$ cat src/rtl/motor_step_sequencer_pkg.sv
// Shared types and constants for the stepper-motor command sequencer.
package motor_pkg;

    localparam int unsigned N_MOTORS      = 4;
    localparam int unsigned MAX_BCD_DIGIT = 9;
    localparam int unsigned COUNT_W       = 10;

    typedef enum logic [2:0] {
        IDLE,
        LOAD,
        SETUP,
        STEP_HI,
        STEP_LO,
        DONE,
        ERR
    } seq_state_t;

endpackage

$ cat src/rtl/motor_step_sequencer_if.sv
// Parser command bus plus stepper-driver pins and status, grouped for the sequencer.
interface motor_step_sequencer_if;
    import motor_pkg::*;

    logic                i_motor_enable;
    logic [2:0]          i_motor;
    logic                i_direction;
    logic [3:0]          i_hundreds;
    logic [3:0]          i_tens;
    logic [3:0]          i_units;
    logic [N_MOTORS-1:0] o_step;
    logic [N_MOTORS-1:0] o_dir;
    logic [N_MOTORS-1:0] o_en;
    logic                o_busy;
    logic                o_done;
    logic                o_err;

    modport master (
        output i_motor_enable, i_motor, i_direction, i_hundreds, i_tens, i_units,
        input  o_step, o_dir, o_en, o_busy, o_done, o_err
    );

    modport slave (
        input  i_motor_enable, i_motor, i_direction, i_hundreds, i_tens, i_units,
        output o_step, o_dir, o_en, o_busy, o_done, o_err
    );

endinterface

$ cat src/rtl/motor_step_sequencer_bcd.sv
// Combinational 3-digit BCD to binary converter using shift-add scaling.
module bcd3_to_bin
    import motor_pkg::*;
(
    input  logic [3:0]         hundreds_i,
    input  logic [3:0]         tens_i,
    input  logic [3:0]         units_i,
    output logic [COUNT_W-1:0] value_o,
    output logic               invalid_o
);

    logic [COUNT_W-1:0] h_w;
    logic [COUNT_W-1:0] t_w;
    logic [COUNT_W-1:0] u_w;

    always_comb begin
        h_w = COUNT_W'(hundreds_i);
        t_w = COUNT_W'(tens_i);
        u_w = COUNT_W'(units_i);
        // 100 = 64 + 32 + 4, 10 = 8 + 2
        value_o   = (h_w << 6) + (h_w << 5) + (h_w << 2)
                  + (t_w << 3) + (t_w << 1) + u_w;
        invalid_o = (hundreds_i > 4'(MAX_BCD_DIGIT))
                 || (tens_i     > 4'(MAX_BCD_DIGIT))
                 || (units_i    > 4'(MAX_BCD_DIGIT));
    end

endmodule

$ cat src/rtl/motor_step_sequencer.sv
// Executes one parsed motor command: emits a BCD-specified number of STEP pulses
// on the selected driver with DIR/EN setup, and reports busy/done/error status.
module motor_step_sequencer
    import motor_pkg::*;
#(
    parameter int unsigned STEP_PERIOD = 100_000,
    parameter int unsigned HIGH_CYC    = 50_000,
    parameter int unsigned DIR_SETUP   = 1_000
) (
    input logic                   i_Clk,
    input logic                   i_Rst,
    motor_step_sequencer_if.slave bus
);

    localparam int unsigned    TMR_W    = $clog2(STEP_PERIOD + DIR_SETUP);
    localparam logic [TMR_W-1:0] SETUP_LD = TMR_W'(DIR_SETUP - 1);
    localparam logic [TMR_W-1:0] HI_LD    = TMR_W'(HIGH_CYC - 1);
    localparam logic [TMR_W-1:0] LO_LD    = TMR_W'(STEP_PERIOD - HIGH_CYC - 1);

    seq_state_t          state_q, state_d;
    logic [TMR_W-1:0]    timer_q, timer_d;
    logic [COUNT_W-1:0]  remain_q, remain_d;
    logic                enable_q;
    logic [2:0]          motor_q;
    logic                dir_q;
    logic [3:0]          hund_q, tens_q, units_q;

    logic [N_MOTORS-1:0] step_q, dir_out_q, en_out_q;
    logic                busy_q, done_q, err_q;

    logic                start;
    logic                tmr_zero;
    logic                drive_en;
    logic [N_MOTORS-1:0] sel_oh;
    logic [COUNT_W-1:0]  bcd_value;
    logic                bcd_invalid;

    bcd3_to_bin u_bcd (
        .hundreds_i (hund_q),
        .tens_i     (tens_q),
        .units_i    (units_q),
        .value_o    (bcd_value),
        .invalid_o  (bcd_invalid)
    );

    always_comb begin
        sel_oh = '0;
        for (int unsigned k = 0; k < N_MOTORS; k++) begin
            sel_oh[k] = (motor_q == 3'(k + 1));
        end
    end

    assign start    = bus.i_motor_enable && !enable_q && (state_q == IDLE);
    assign tmr_zero = (timer_q == '0);

    always_comb begin
        state_d  = state_q;
        timer_d  = timer_q;
        remain_d = remain_q;
        unique case (state_q)
            IDLE: begin
                if (start) state_d = LOAD;
            end
            LOAD: begin
                if (bcd_invalid || !(|sel_oh)) begin
                    state_d = ERR;
                end else if (bcd_value == '0) begin
                    state_d = DONE;
                end else begin
                    state_d  = SETUP;
                    timer_d  = SETUP_LD;
                    remain_d = bcd_value;
                end
            end
            SETUP: begin
                if (tmr_zero) begin
                    state_d = STEP_HI;
                    timer_d = HI_LD;
                end else begin
                    timer_d = timer_q - TMR_W'(1);
                end
            end
            STEP_HI: begin
                if (tmr_zero) begin
                    state_d  = STEP_LO;
                    timer_d  = LO_LD;
                    remain_d = remain_q - COUNT_W'(1);
                end else begin
                    timer_d = timer_q - TMR_W'(1);
                end
            end
            STEP_LO: begin
                if (!tmr_zero) begin
                    timer_d = timer_q - TMR_W'(1);
                end else if (remain_q != '0) begin
                    state_d = STEP_HI;
                    timer_d = HI_LD;
                end else begin
                    state_d = DONE;
                end
            end
            DONE, ERR: state_d = IDLE;
            default:   state_d = IDLE;
        endcase
    end

    // EN/DIR persist through DONE only when a stepping run preceded it (not for count 0)
    assign drive_en = (state_q inside {SETUP, STEP_HI, STEP_LO})
                   || ((state_q == DONE) && (|en_out_q));

    always_ff @(posedge i_Clk or negedge i_Rst) begin
        if (!i_Rst) begin
            state_q  <= IDLE;
            timer_q  <= '0;
            remain_q <= '0;
            enable_q <= 1'b0;
            motor_q  <= '0;
            dir_q    <= 1'b0;
            hund_q   <= '0;
            tens_q   <= '0;
            units_q  <= '0;
        end else begin
            state_q  <= state_d;
            timer_q  <= timer_d;
            remain_q <= remain_d;
            enable_q <= bus.i_motor_enable;
            if (start) begin
                motor_q <= bus.i_motor;
                dir_q   <= bus.i_direction;
                hund_q  <= bus.i_hundreds;
                tens_q  <= bus.i_tens;
                units_q <= bus.i_units;
            end
        end
    end

    // Pin outputs are a registered decode of the current state, one cycle behind it
    always_ff @(posedge i_Clk or negedge i_Rst) begin
        if (!i_Rst) begin
            step_q    <= '0;
            dir_out_q <= '0;
            en_out_q  <= '0;
            busy_q    <= 1'b0;
            done_q    <= 1'b0;
            err_q     <= 1'b0;
        end else begin
            step_q    <= (state_q == STEP_HI) ? sel_oh : '0;
            en_out_q  <= drive_en ? sel_oh : '0;
            dir_out_q <= (drive_en && dir_q) ? sel_oh : '0;
            busy_q    <= (state_d != IDLE);
            done_q    <= (state_q == DONE);
            err_q     <= (state_q == ERR);
        end
    end

    assign bus.o_step = step_q;
    assign bus.o_dir  = dir_out_q;
    assign bus.o_en   = en_out_q;
    assign bus.o_busy = busy_q;
    assign bus.o_done = done_q;
    assign bus.o_err  = err_q;

endmodule

$ cat src/flat_wrapper.sv
// flat-port wrapper written by rule: the top's interface ports become plain ports
module motor_step_sequencer_flat import motor_pkg::*;
#(
    parameter int unsigned STEP_PERIOD = 100_000,
    parameter int unsigned HIGH_CYC    = 50_000,
    parameter int unsigned DIR_SETUP   = 1_000
)
  (i_Clk, i_Rst, bus_i_motor_enable, bus_i_motor, bus_i_direction, bus_i_hundreds, bus_i_tens, bus_i_units, bus_o_step, bus_o_dir, bus_o_en, bus_o_busy, bus_o_done, bus_o_err);
  motor_step_sequencer_if bus_i ();
  input logic i_Clk;
  input logic i_Rst;
  input wire logic [$bits(bus_i.i_motor_enable)-1:0] bus_i_motor_enable;
  input wire logic [$bits(bus_i.i_motor)-1:0] bus_i_motor;
  input wire logic [$bits(bus_i.i_direction)-1:0] bus_i_direction;
  input wire logic [$bits(bus_i.i_hundreds)-1:0] bus_i_hundreds;
  input wire logic [$bits(bus_i.i_tens)-1:0] bus_i_tens;
  input wire logic [$bits(bus_i.i_units)-1:0] bus_i_units;
  output wire logic [$bits(bus_i.o_step)-1:0] bus_o_step;
  output wire logic [$bits(bus_i.o_dir)-1:0] bus_o_dir;
  output wire logic [$bits(bus_i.o_en)-1:0] bus_o_en;
  output wire logic [$bits(bus_i.o_busy)-1:0] bus_o_busy;
  output wire logic [$bits(bus_i.o_done)-1:0] bus_o_done;
  output wire logic [$bits(bus_i.o_err)-1:0] bus_o_err;
  assign bus_i.i_motor_enable = bus_i_motor_enable;
  assign bus_i.i_motor = bus_i_motor;
  assign bus_i.i_direction = bus_i_direction;
  assign bus_i.i_hundreds = bus_i_hundreds;
  assign bus_i.i_tens = bus_i_tens;
  assign bus_i.i_units = bus_i_units;
  assign bus_o_step = bus_i.o_step;
  assign bus_o_dir = bus_i.o_dir;
  assign bus_o_en = bus_i.o_en;
  assign bus_o_busy = bus_i.o_busy;
  assign bus_o_done = bus_i.o_done;
  assign bus_o_err = bus_i.o_err;
  motor_step_sequencer #(.STEP_PERIOD(STEP_PERIOD), .HIGH_CYC(HIGH_CYC), .DIR_SETUP(DIR_SETUP)) u_core (.i_Clk(i_Clk), .i_Rst(i_Rst), .bus(bus_i));
endmodule
$ cat config.mk
export PLATFORM = sky130hd
export DESIGN_NAME = motor_step_sequencer_flat
export DESIGN_NICKNAME = d
export VERILOG_FILES = /design/src/rtl/motor_step_sequencer_pkg.sv /design/src/rtl/motor_step_sequencer_if.sv /design/src/rtl/motor_step_sequencer_bcd.sv /design/src/rtl/motor_step_sequencer.sv /design/src/flat_wrapper.sv
export SDC_FILE = /design/constraint.sdc
export NUM_CORES = 1
export LEC_CHECK = 0
export ABC_CLOCK_PERIOD_IN_PS = 4600
export BUFFER_PORTS_ARGS = -buffer_cell sky130_fd_sc_hd__buf_2
export CORE_ASPECT_RATIO = 1.1
export CORE_UTILIZATION = 31
export DETAILED_ROUTE_END_ITERATION = 16
export HOLD_SLACK_MARGIN = 0.08
export SYNTH_ARGS = -nofsm -noshare
export SYNTH_HDL_FRONTEND = slang
export SYNTH_HIERARCHICAL = 1
export SYNTH_SLANG_ARGS = --single-unit
export TNS_END_PERCENT = 10
$ cat constraint.sdc
create_clock -name i_Clk -period 4.6 [get_ports i_Clk]
set_clock_uncertainty 0.05 [all_clocks]
set_input_delay 1.38 -clock i_Clk [delete_from_list [all_inputs] [get_ports i_Clk]]
set_output_delay 1.38 -clock i_Clk [all_outputs]
set_load 0.005 [all_outputs]
==> metrics.csv, run 1 <==
stage,metric,value,unit
outcome,status,completed,
yosys,cell with the most instances after synthesis,dfrtp_1,
floorplan,die footprint,12080,µm²
final_layout,Final #Nets,445,
clock_network,CTS tree,yes,
setup_path,R2R depth,16,
placed_design,IO Port Bufs,33,
yosys,post-synth top area cell,dfrtp_1,
timing,fmax,0.2412,GHz
setup_path,crit-path most repeated cell,fa_1,
final_layout,final instance area,4179,µm²
yosys,area share of fa/ha/maj cells after synthesis,0.1151,
final_layout,ratio of cells with drive above 1 in the final layout,0.1990,
floorplan,starting density of the core,0.3249,
setup_path,Critical Path RT,4.73,ns
timing,RSZ-0062 raised after global routing,false,
worst_hold_path,Hold Path Class,reg2reg,
yosys,synthesized area per cell,9.917,µm²
final_layout,area delta synth->final,15.77,%
detailed_routing,drt drc,0,
yosys,post-synthesis compound-gate area fraction,0.1795,
clock_network,clock tree buffer depth,2,
yosys,count of cell types in the netlist,58,
timing,setup TNS,0,ns
grt,first-pass GRT wire length,13500,µm
floorplan,Ports,34,
clock_network,Worst-Skew Late Latency,0.32,ns
clock_network,Post-CTS Resized,0,
yosys,dominant cells by area after synthesis,"dfrtp_1, ha_1, mux2_2, fa_1, nor2_1",
yosys,Synth top area share,0.4298,
yosys,largest family of logic cells by synthesized area,compound AO/OA/AOI/OAI gates,
yosys,YS warnings,6,
yosys,"Top FF cell, synth",dfrtp_1,
setup_path,Setup crit end kind,flip-flop,
power_and_ir_drop,worst vdd ir,0.0003005,V
yosys,post-synthesis sequential area ratio,0.4298,
clock_network,Clock transition at path regs,0.06,ns
detailed_routing,final wirelength,7798,µm
timing,Slew headroom,0.3748,
setup_path,Critical Path Start Type,flip-flop,
yosys,Post-synth EDFFs,0,
clock_network,clk sink count,62,
setup_path,Crit Path Category,reg2reg,
clock_network,setup bufs post-CTS,0,
grt,total grt overflow,0,
setup_path,CP arrival,4.28,ns
power_and_ir_drop,Power Density,641.5,nW/µm²
detailed_routing,Pre-antenna DRT Iters,4,
detailed_routing,routed vias/inst,5.049,
detailed_routing,via count,2772,
setup_path,CP max FO,9,
yosys,Yosys reg bits,62,
detailed_routing,remaining antenna violation count,0,
timing,final setup fails,0,
timing,Slew Limit Fails,0,
floorplan,chip width,104.9,µm
yosys,Mapped Nets,412,
placed_design,Placed Area,3904,µm²
clock_network,# H-tree levels,3,
floorplan,row count,40,
grt,initial antenna violation count,0,
grt,GRT Util Overall,0.1376,
setup_path,"Slowest-stage cell, CP",a21boi_1,
yosys,"Cell Area, Synth",3610,µm²
timing,Final Hold Fails,0,
worst_hold_path,hold depth,1,
yosys,ys async rst share,1.000,
grt,vias in the first global route,2864,
placed_design,DP HPWL,5816,µm
placed_design,RD Place Congestion,0.8398,
floorplan,Die Y-Extent,115.2,µm
clock_network,CTS root buf,clkbuf_16,
detailed_routing,routed wire length per instance,14.20,µm
yosys,Simple-Gate Fraction of Synth Area,0.1619,
timing,crit path time final,4.147,ns
yosys,Mapped Cells,364,
yosys,Synth Area in XOR/XNOR,0.01456,
flow_run,max cap viols,0,
setup_path,Slowest Stage Delay on Critical Path,0.55,ns
setup_path,worst path cell trace,inv_1 -> fa_1 -> inv_1 -> fa_1 -> ha_1 -> fa_1 -> a211oi_1 -> o21bai_1 -> a21oi_2 -> xnor2_1 -> nor2_1 -> nand3_1 -> a21boi_1 -> a211oi_4 -> a21oi_1 -> a21oi_1,
timing,post-route clock period utilization,0.9014,
final_layout,diode count,0,
clock_network,CTS Buf Count,9,
floorplan,core area,11110,µm²
clock_network,CTS Hold Bufs,0,
power_and_ir_drop,Design Power,0.002681,W
yosys,post-synthesis mux area share,0.05581,
detailed_routing,drt initial violations,77,
timing,Tightest Pin Transition,0.9358,ns
power_and_ir_drop,static leakage,1.892,nW
yosys,most frequent cells after synthesis,"dfrtp_1, nor2_1, o21ai_0, a21oi_1, inv_1",
grt,largest net degree at the start of global routing,37,
critical path: cells and delay by family (launching register included):
kind | cells | cell delay [ns]
XOR/XNOR | 1 | 0.09
AND/OR/NAND/NOR | 2 | 0.22
buffers and inverters | 2 | 0.16
flip-flops | 1 | 0.36
AO/OA/AOI/OAI | 7 | 1.47
adder cells (fa/ha/maj) | 4 | 1.67
flip-flops by register name, indices dropped and copies added (netlist names), 4 cells and up:
| name | cells |
|---|---|
| u_core/bus.o_step | 4 |
| u_core/bus.o_dir | 4 |
| u_core/hund_q | 4 |
| u_core/units_q | 4 |
| u_core/bus.o_en | 4 |
| u_core/tens_q | 4 |
| u_core/timer_q | 17 |
| u_core/remain_q | 10 |
area by class of cell:
cell class / instances / area, µm²
tap: 147 / 183.9
clock inverter: 7 / 50.05
sequential: 62 / 1551
timing repair buffer: 35 / 180.2
clock buffer: 9 / 225.2
inverter: 23 / 86.33
multi-input combinational: 266 / 1902
fill: 1137 / 6932
layout by cell type (no fill, tap or decap), types with 4 or more instances in the layout:
cell	count
o21ai_1	5
fa_1	7
dfrtp_1	62
nand3_1	6
nand2_1	15
inv_1	23
buf_2	33
o21ai_0	27
mux2_2	17
ha_1	22
nand3b_1	4
nor4_1	5
a21oi_1	25
xnor2_1	4
nor2_1	36
o21bai_1	5
clkbuf_16	9
nor3_1	18
o31ai_1	4
nand2b_1	7
o22ai_1	4
metal layers:
layer / routed length, µm / share of wire / GRT usage / vias to the layer above
li1: - / - / - / 1367
met1: 3490 / 0.45 / 0.1671 / 1352
met2: 3971 / 0.51 / 0.2459 / 45
met3: 253 / 0.032 / 0.03231 / 8
met4: 83 / 0.011 / 0.03568 / 0
met5: 0 / 0 / 0 / -
cell families (layout without fill, tap and decap cells):
| family | after synthesis | count (layout) |
|---|---|---|
| AND/OR/NAND/NOR | 113 | 113 |
| AO/OA/AOI/OAI | 100 | 100 |
| flip-flops | 62 | 62 |
| buffers and inverters | 36 | 74 |
| adder cells (fa/ha/maj) | 29 | 29 |
| multiplexers | 18 | 18 |
| XOR/XNOR | 6 | 6 |
power by group:
| part | internal [W] | total [W] | switching [W] |
|---|---|---|---|
| sequential | 0.000711 | 0.000888 | 0.000177 |
| combinational | 0.000522 | 0.00118 | 0.000658 |
| clock | 0.000365 | 0.000613 | 0.000248 |
| total | 0.00160 | 0.00268 | 0.00108 |
per-stage QoR:
stage / utilization / std cells / worst slack (ns) / hold slack, ns
after global routing: 0.3761 / 549 / 0.09792 / 0.4742
after CTS: 0.3761 / 549 / 0.2271 / 0.4365
after global placement: 0.3514 / 533 / 0.3826 / 0.4234
after floorplan: - / 364 / 0.6597 / 0.3927
final: 0.3761 / 549 / 0.4535 / 0.4362
after detailed placement: 0.3514 / 533 / 0.2506 / 0.4311
final timing paths:
kind,end,from,slack (ns)
max,u_core/remain_q[8]$_DFFE_PN0P_,u_core/hund_q[1]$_DFFE_PN0P_,0.45
min,u_core/timer_q[13]$_DFFE_PN0P_,u_core/timer_q[13]$_DFFE_PN0P_,0.44
max reg2reg,u_core/remain_q[8]$_DFFE_PN0P_,u_core/hund_q[1]$_DFFE_PN0P_,0.45
min reg2reg,u_core/timer_q[13]$_DFFE_PN0P_,u_core/timer_q[13]$_DFFE_PN0P_,0.44
max in group asynchronous,u_core/units_q[2]$_DFFE_PN0P_,i_Rst,2.56
min in group asynchronous,u_core/timer_q[2]$_DFFE_PN0P_,i_Rst,1.03
(Power assumes the default switching activity.)
==> run 2: changes to the inputs <==
- BUFFER_PORTS_ARGS: -buffer_cell sky130_fd_sc_hd__buf_2 -> -buffer_cell sky130_fd_sc_hd__buf_4
==> run 2 against run 1 <==
Final cell count is 0.18% lower. Sequential power about the same. Via count increased by 1.4%. Non-clock buffer count shrank 1.
==> metrics.csv, run 2 (same netlist as run 1, synthesis figures left out) <==
stage,metric,value,unit,change
outcome,status,completed,,unchanged
worst_hold_path,hold depth,1,,unchanged
detailed_routing,via count,2811,,"was 2,772"
worst_hold_path,Hold Path Class,reg2reg,,unchanged
detailed_routing,final wirelength,8090,µm,was 7798 µm
final_layout,most frequent cells in the layout,"dfrtp_1, nor2_1, buf_4",,"was dfrtp_1, nor2_1, buf_2"
timing,final setup fails,0,,unchanged
floorplan,starting density of the core,0.3249,,unchanged
grt,vias in the first global route,2835,,"was 2,864"
clock_network,CTS Hold Bufs,0,,unchanged
final_layout,Final #Nets,444,,was 445
power_and_ir_drop,static leakage,1.934,nW,was 1.892 nW
floorplan,chip width,104.9,µm,unchanged
grt,GRT Util Overall,0.1416,,was 0.1376
floorplan,row count,40,,unchanged
timing,crit path time final,4.143,ns,was 4.147 ns
worst_hold_path,WHS Endpoint,u_core/timer_q[13]$_DFFE_PN0P_,,unchanged
setup_path,CP max FO,9,,unchanged
floorplan,Die Y-Extent,115.2,µm,unchanged
clock_network,Clock transition at path regs,0.05,ns,was 0.06 ns
final_layout,biggest regs,"u_core/timer_q x17, u_core/remain_q x10",,unchanged
worst_hold_path,HP Start,u_core/timer_q[13]$_DFFE_PN0P_,,unchanged
detailed_routing,routed vias/inst,5.130,,was 5.049
placed_design,DP HPWL,5814,µm,was 5816 µm
final_layout,Largest register FFs,17,,unchanged
grt,first-pass GRT wire length,13480,µm,"was 13,500 µm"
power_and_ir_drop,Power Density,668.1,nW/µm²,was 641.5 nW/µm²
timing,post-route clock period utilization,0.9007,,was 0.9014
timing,Tightest Pin Transition,0.9284,ns,was 0.9358 ns
final_layout,Top reg by flops,u_core/timer_q,,unchanged
power_and_ir_drop,worst vdd ir,0.0003138,V,was 0.0003005 V
clock_network,clock tree buffer depth,2,,unchanged
detailed_routing,remaining antenna violation count,0,,unchanged
timing,Hold Slack,0.4326,ns,was 0.4362 ns
floorplan,Ports,34,,unchanged
detailed_routing,Pre-antenna DRT Iters,4,,unchanged
timing,setup TNS,0,ns,unchanged
timing,RSZ-0062 raised after global routing,false,,unchanged
grt,total grt overflow,0,,unchanged
clock_network,CTS Buf Count,9,,unchanged
placed_design,RD Place Congestion,0.8211,,was 0.8398
placed_design,Placed Area,3979,µm²,was 3904 µm²
setup_path,Setup crit end kind,flip-flop,,unchanged
clock_network,# H-tree levels,3,,unchanged
timing,Slew Limit Fails,0,,unchanged
setup_path,Crit Reg-Reg Startpoint,u_core/hund_q[1]$_DFFE_PN0P_,,unchanged
clock_network,Post-CTS Resized,0,,unchanged
setup_path,R2R Path End,u_core/remain_q[4]$_DFFE_PN0P_,,was u_core/remain_q[8]$_DFFE_PN0P_
setup_path,CP arrival,4.29,ns,was 4.28 ns
grt,largest net degree at the start of global routing,63,,was 37
final_layout,ratio of cells with drive above 1 in the final layout,0.1970,,was 0.1990
setup_path,Critical Path Start Type,flip-flop,,unchanged
clock_network,CTS root buf,clkbuf_16,,unchanged
detailed_routing,drt initial violations,166,,was 77
clock_network,setup bufs post-CTS,0,,unchanged
setup_path,Critical Path RT,4.74,ns,was 4.73 ns
final_layout,diode count,0,,unchanged
timing,Slew headroom,0.3798,,was 0.3748
floorplan,die footprint,12080,µm²,unchanged
detailed_routing,routed wire length per instance,14.76,µm,was 14.20 µm
final_layout,area delta synth->final,19.83,%,was 15.77%
timing,Final Hold Fails,0,,unchanged
floorplan,core area,11110,µm²,unchanged
setup_path,"reg-to-reg slack, setup",0.46,ns,was 0.45 ns
detailed_routing,drt drc,0,,unchanged
grt,initial antenna violation count,0,,unchanged
placed_design,IO Port Bufs,33,,unchanged
clock_network,CTS tree,yes,,unchanged
setup_path,R2R depth,16,,unchanged
flow_run,max cap viols,0,,unchanged
timing,fmax,0.2414,GHz,was 0.2412 GHz
setup_path,Crit Path Category,reg2reg,,unchanged
clock_network,Worst-Skew Late Latency,0.34,ns,was 0.32 ns
final_layout,final instance area,4325,µm²,was 4179 µm²
final_layout,"commonest non-fill, non-tap cell in the layout",dfrtp_1,,unchanged
clock_network,clk sink count,62,,unchanged
[run 2: cell count changes in the layout (fill, tap and decap cells not counted), sizes merged]
cell / previous run / this run
bufinv: 0 / 3
clkinv: 3 / 0
buf: 35 / 34
[run 2: metrics by stage]
stage | total power [W] | util | cells | worst slack [ns]
finish | 0.002890 | 0.3893 | 548 | 0.4568
global route | 0.003098 | 0.3893 | 548 | 0.1378
CTS | 0.002907 | 0.3893 | 548 | 0.1916
detailed placement | 0.002087 | 0.3581 | 532 | 0.2042
global placement | 0.002048 | 0.3581 | 532 | 0.3857
floorplan | 0.001744 | - | 364 | 0.6597
[run 2: where the power goes]
part	switching, W	internal [W]
sequential	0.000179	0.000711
clock	0.000255	0.000530
combinational	0.000677	0.000538
[run 2: how the worst max path moves through the flow]
| stage | start | slack [ns] | end |
|---|---|---|---|
| finish | u_core/hund_q[1]$_DFFE_PN0P_ | 0.46 | u_core/remain_q[4]$_DFFE_PN0P_ |
| global placement | u_core/hund_q[1]$_DFFE_PN0P_ | 0.39 | u_core/remain_q[5]$_DFFE_PN0P_ |
| CTS | u_core/hund_q[1]$_DFFE_PN0P_ | 0.19 | u_core/remain_q[8]$_DFFE_PN0P_ |
| global route | u_core/hund_q[1]$_DFFE_PN0P_ | 0.14 | u_core/remain_q[8]$_DFFE_PN0P_ |
| detailed placement | u_core/hund_q[1]$_DFFE_PN0P_ | 0.20 | u_core/remain_q[4]$_DFFE_PN0P_ |
| floorplan | u_core/hund_q[1]$_DFFE_PN0P_ | 0.66 | u_core/remain_q[1]$_DFFE_PN0P_ |
[run 2: final cells by class]
class | count | area [µm²]
Clock buffer | 9 | 225.2
Clock inverter | 7 | 121.4
Fill cell | 1120 | 6785
Inverter | 23 | 86.33
Multi-Input combinational cell | 266 | 1902
Sequential cell | 62 | 1551
Tap cell | 147 | 183.9
Timing Repair Buffer | 34 | 255.2
[run 2: layer usage]
metal / GRT usage / up-vias / wire [µm]
met2: 0.2468 / 55 / 4068
li1: - / 1374 / -
met1: 0.1625 / 1365 / 3561
met3: 0.04422 / 17 / 335
met5: 0 / - / 0
met4: 0.05728 / 0 / 125
[run 2: critical path: stages (launching register included)]
cell and delay (ns):
dfrtp_1 0.36, inv_1 0.12, fa_1 0.55, inv_1 0.05
fa_1 0.45, ha_1 0.25, fa_1 0.44, a211oi_1 0.24
o21bai_1 0.12, a21oi_2 0.15, xnor2_1 0.09, nor2_1 0.11
nand3_1 0.11, a21boi_1 0.54, a211oi_4 0.14, a21oi_1 0.16
a21oi_1 0.06
==> run 3: changes to the inputs <==
- CORE_UTILIZATION: 31 -> 30
==> run 3 against run 2 <==
Non-clock buffer count unchanged. Hold slack better by 0.0080 ns. Largest cell class unchanged. Critical path type unchanged. Final cell count is 0.55% higher. Sequential cell count is the same. Fmax shrank 1.6%. Total power decreased by 2.2%. Core utilization decreased by 1.8 points.
==> metrics.csv, run 3 (same netlist as run 1, synthesis figures left out) <==
stage,metric,value,unit,change
outcome,status,completed,,unchanged
power_and_ir_drop,Power Density,656.1,nW/µm²,was 668.1 nW/µm²
flow_run,max cap viols,0,,unchanged
setup_path,Setup crit end kind,flip-flop,,unchanged
floorplan,core area,11590,µm²,"was 11,110 µm²"
final_layout,biggest regs,"u_core/timer_q x17, u_core/remain_q x10",,unchanged
grt,GRT met3 Usage,0.04153,,was 0.04422
grt,largest net degree at the start of global routing,63,,unchanged
clock_network,CTS Buf Count,9,,unchanged
power_and_ir_drop,static leakage,1.928,nW,was 1.934 nW
clock_network,CTS Hold Bufs,0,,unchanged
power_and_ir_drop,Design Power,0.002825,W,was 0.002890 W
placed_design,RD Place Congestion,0.8196,,was 0.8211
clock_network,Worst-Skew Late Latency,0.33,ns,was 0.34 ns
floorplan,starting density of the core,0.3114,,was 0.3249
timing,post-route clock period utilization,0.9153,,was 0.9007
detailed_routing,via count,2844,,"was 2,811"
final_layout,Non-Filler Instances,551,,was 548
power_and_ir_drop,worst vdd ir,0.0003053,V,was 0.0003138 V
detailed_routing,routed wire length per instance,14.43,µm,was 14.76 µm
grt,GRT Util Overall,0.1324,,was 0.1416
floorplan,row count,41,,was 40
grt,total grt overflow,0,,unchanged
floorplan,Ports,34,,unchanged
timing,Tightest Pin Transition,0.9680,ns,was 0.9284 ns
final_layout,Largest register FFs,17,,unchanged
detailed_routing,final wirelength,7949,µm,was 8090 µm
timing,setup TNS,0,ns,unchanged
placed_design,DP HPWL,5736,µm,was 5814 µm
power_and_ir_drop,register share of total power,0.315,,was 0.308
floorplan,die footprint,12480,µm²,"was 12,080 µm²"
grt,vias in the first global route,2711,,"was 2,835"
setup_path,CP arrival,4.35,ns,was 4.29 ns
grt,grt met1 use,0.1615,,was 0.1625
timing,crit path time final,4.210,ns,was 4.143 ns
final_layout,"commonest non-fill, non-tap cell in the layout",dfrtp_1,,unchanged
detailed_routing,Pre-antenna DRT Iters,7,,was 4
final_layout,Top reg by flops,u_core/timer_q,,unchanged
power_and_ir_drop,Int Pwr,0.001727,W,was 0.001779 W
detailed_routing,routed vias/inst,5.162,,was 5.130
timing,RSZ-0062 raised after global routing,false,,unchanged
final_layout,diode count,0,,unchanged
placed_design,cell total after placement,535,,was 532
clock_network,Clock transition at path regs,0.05,ns,about the same
clock_network,# H-tree levels,3,,unchanged
final_layout,Final #Nets,444,,unchanged
final_layout,area delta synth->final,19.27,%,was 19.83%
setup_path,Critical Path Start Type,flip-flop,,unchanged
clock_network,clk sink count,62,,unchanged
timing,Slew headroom,0.3533,,was 0.3798
detailed_routing,drt drc,0,,unchanged
setup_path,Critical Path RT,4.74,ns,about the same
floorplan,Die Y-Extent,117.0,µm,was 115.2 µm
power_and_ir_drop,sw frac,0.3888,,was 0.3843
detailed_routing,drt initial violations,147,,was 166
timing,fmax,0.2375,GHz,was 0.2414 GHz
floorplan,chip width,106.6,µm,was 104.9 µm
grt,gr busiest metal,met2,,unchanged
grt,initial antenna violation count,0,,unchanged
grt,first-pass GRT wire length,12990,µm,"was 13,480 µm"
placed_design,pre-CTS WS,0.2266,ns,was 0.2042 ns
placed_design,IO Port Bufs,33,,unchanged
power_and_ir_drop,Clk pwr share,0.257,,was 0.272
detailed_routing,remaining antenna violation count,0,,unchanged
final_layout,most frequent cells in the layout,"dfrtp_1, nor2_1, buf_4",,unchanged
grt,met2 Use GR,0.2237,,was 0.2468
timing,final setup fails,0,,unchanged
power_and_ir_drop,Switch Pwr,0.001098,W,was 0.001110 W
power_and_ir_drop,Comb pwr share,0.428,,was 0.420
setup_path,CP max FO,9,,unchanged
final_layout,final instance area,4305,µm²,was 4325 µm²
worst_hold_path,Hold Path Class,reg2reg,,unchanged
timing,Final Hold Fails,0,,unchanged
final_layout,ratio of cells with drive above 1 in the final layout,0.1970,,unchanged
placed_design,Placed Area,3983,µm²,was 3979 µm²
clock_network,clock tree buffer depth,2,,unchanged
clock_network,CTS tree,yes,,unchanged
clock_network,CTS root buf,clkbuf_16,,unchanged
timing,Slew Limit Fails,0,,unchanged
setup_path,Crit Path Category,reg2reg,,unchanged
timing,worst setup margin,0.3897,ns,was 0.4568 ns
==> run 3: per-stage QoR <==
stage / util / hold slack, ns
2_1_floorplan: - / 0.3927
3_3_place_gp: 0.3435 / 0.4190
3_5_place_dp: 0.3435 / 0.4363
4_1_cts: 0.3714 / 0.4417
5_1_grt: 0.3714 / 0.4874
6_report: 0.3714 / 0.4406
==> run 3: final cells by class <==
type | instances | area (µm²)
Clock inverter | 7 | 97.59
Inverter | 23 | 86.33
Multi-Input combinational cell | 266 | 1902
Timing Repair Buffer | 34 | 255.2
Sequential cell | 62 | 1551
Fill cell | 1203 | 7288
Clock buffer | 9 | 225.2
Tap cell | 150 | 187.7
==> run 3: path summary, 6_finish.rpt <==
path,from,end,slack (ns),depth (start not counted)
worst min-delay path,u_core/timer_q[16]$_DFFE_PN0P_,u_core/timer_q[16]$_DFFE_PN0P_,0.44,1
max in group asynchronous,i_Rst,u_core/bus.o_step[1]$_DFF_PN0_,2.89,1
worst min register to register,u_core/timer_q[16]$_DFFE_PN0P_,u_core/timer_q[16]$_DFFE_PN0P_,0.44,1
worst max register to register,u_core/hund_q[1]$_DFFE_PN0P_,u_core/remain_q[5]$_DFFE_PN0P_,0.39,16
min in group asynchronous,i_Rst,u_core/timer_q[13]$_DFFE_PN0P_,1.06,1
worst max-delay path,u_core/hund_q[1]$_DFFE_PN0P_,u_core/remain_q[5]$_DFFE_PN0P_,0.39,16
==> run 3: what timing repair did <==
item                       CTS  global route
setup endpoints to repair    0            13
setup buffers                0             0
gates resized for setup      0             1
==> run 3: metal layers <==
metal,vias to the layer above,share of wire
li1,1373,-
met1,1391,0.44
met2,62,0.50
met3,18,0.043
met4,0,0.020
met5,-,0
==> run 3: worst max-delay path, cell delays in order, from the launching register on <==
cell	delay [ns]
dfrtp_1	0.36
inv_1	0.12
fa_1	0.54
inv_1	0.06
fa_1	0.47
ha_1	0.26
fa_1	0.44
a211oi_1	0.24
o21bai_1	0.13
a21oi_2	0.15
xnor2_1	0.10
nor2_1	0.11
nand3_1	0.11
a21boi_1	0.54
a211oi_4	0.14
a21oi_1	0.19
a21oi_1	0.06
==> run 3: power by group through the flow <==
stage	combinational [W]	sequential [W]	clock (W)
2_1_floorplan	0.000900	0.000843	0
3_5_place_dp	0.00117	0.000899	0
5_1_grt	0.00135	0.000926	0.000770
3_3_place_gp	0.00115	0.000892	0
6_report	0.00121	0.000890	0.000725
4_1_cts	0.00120	0.000892	0.000742
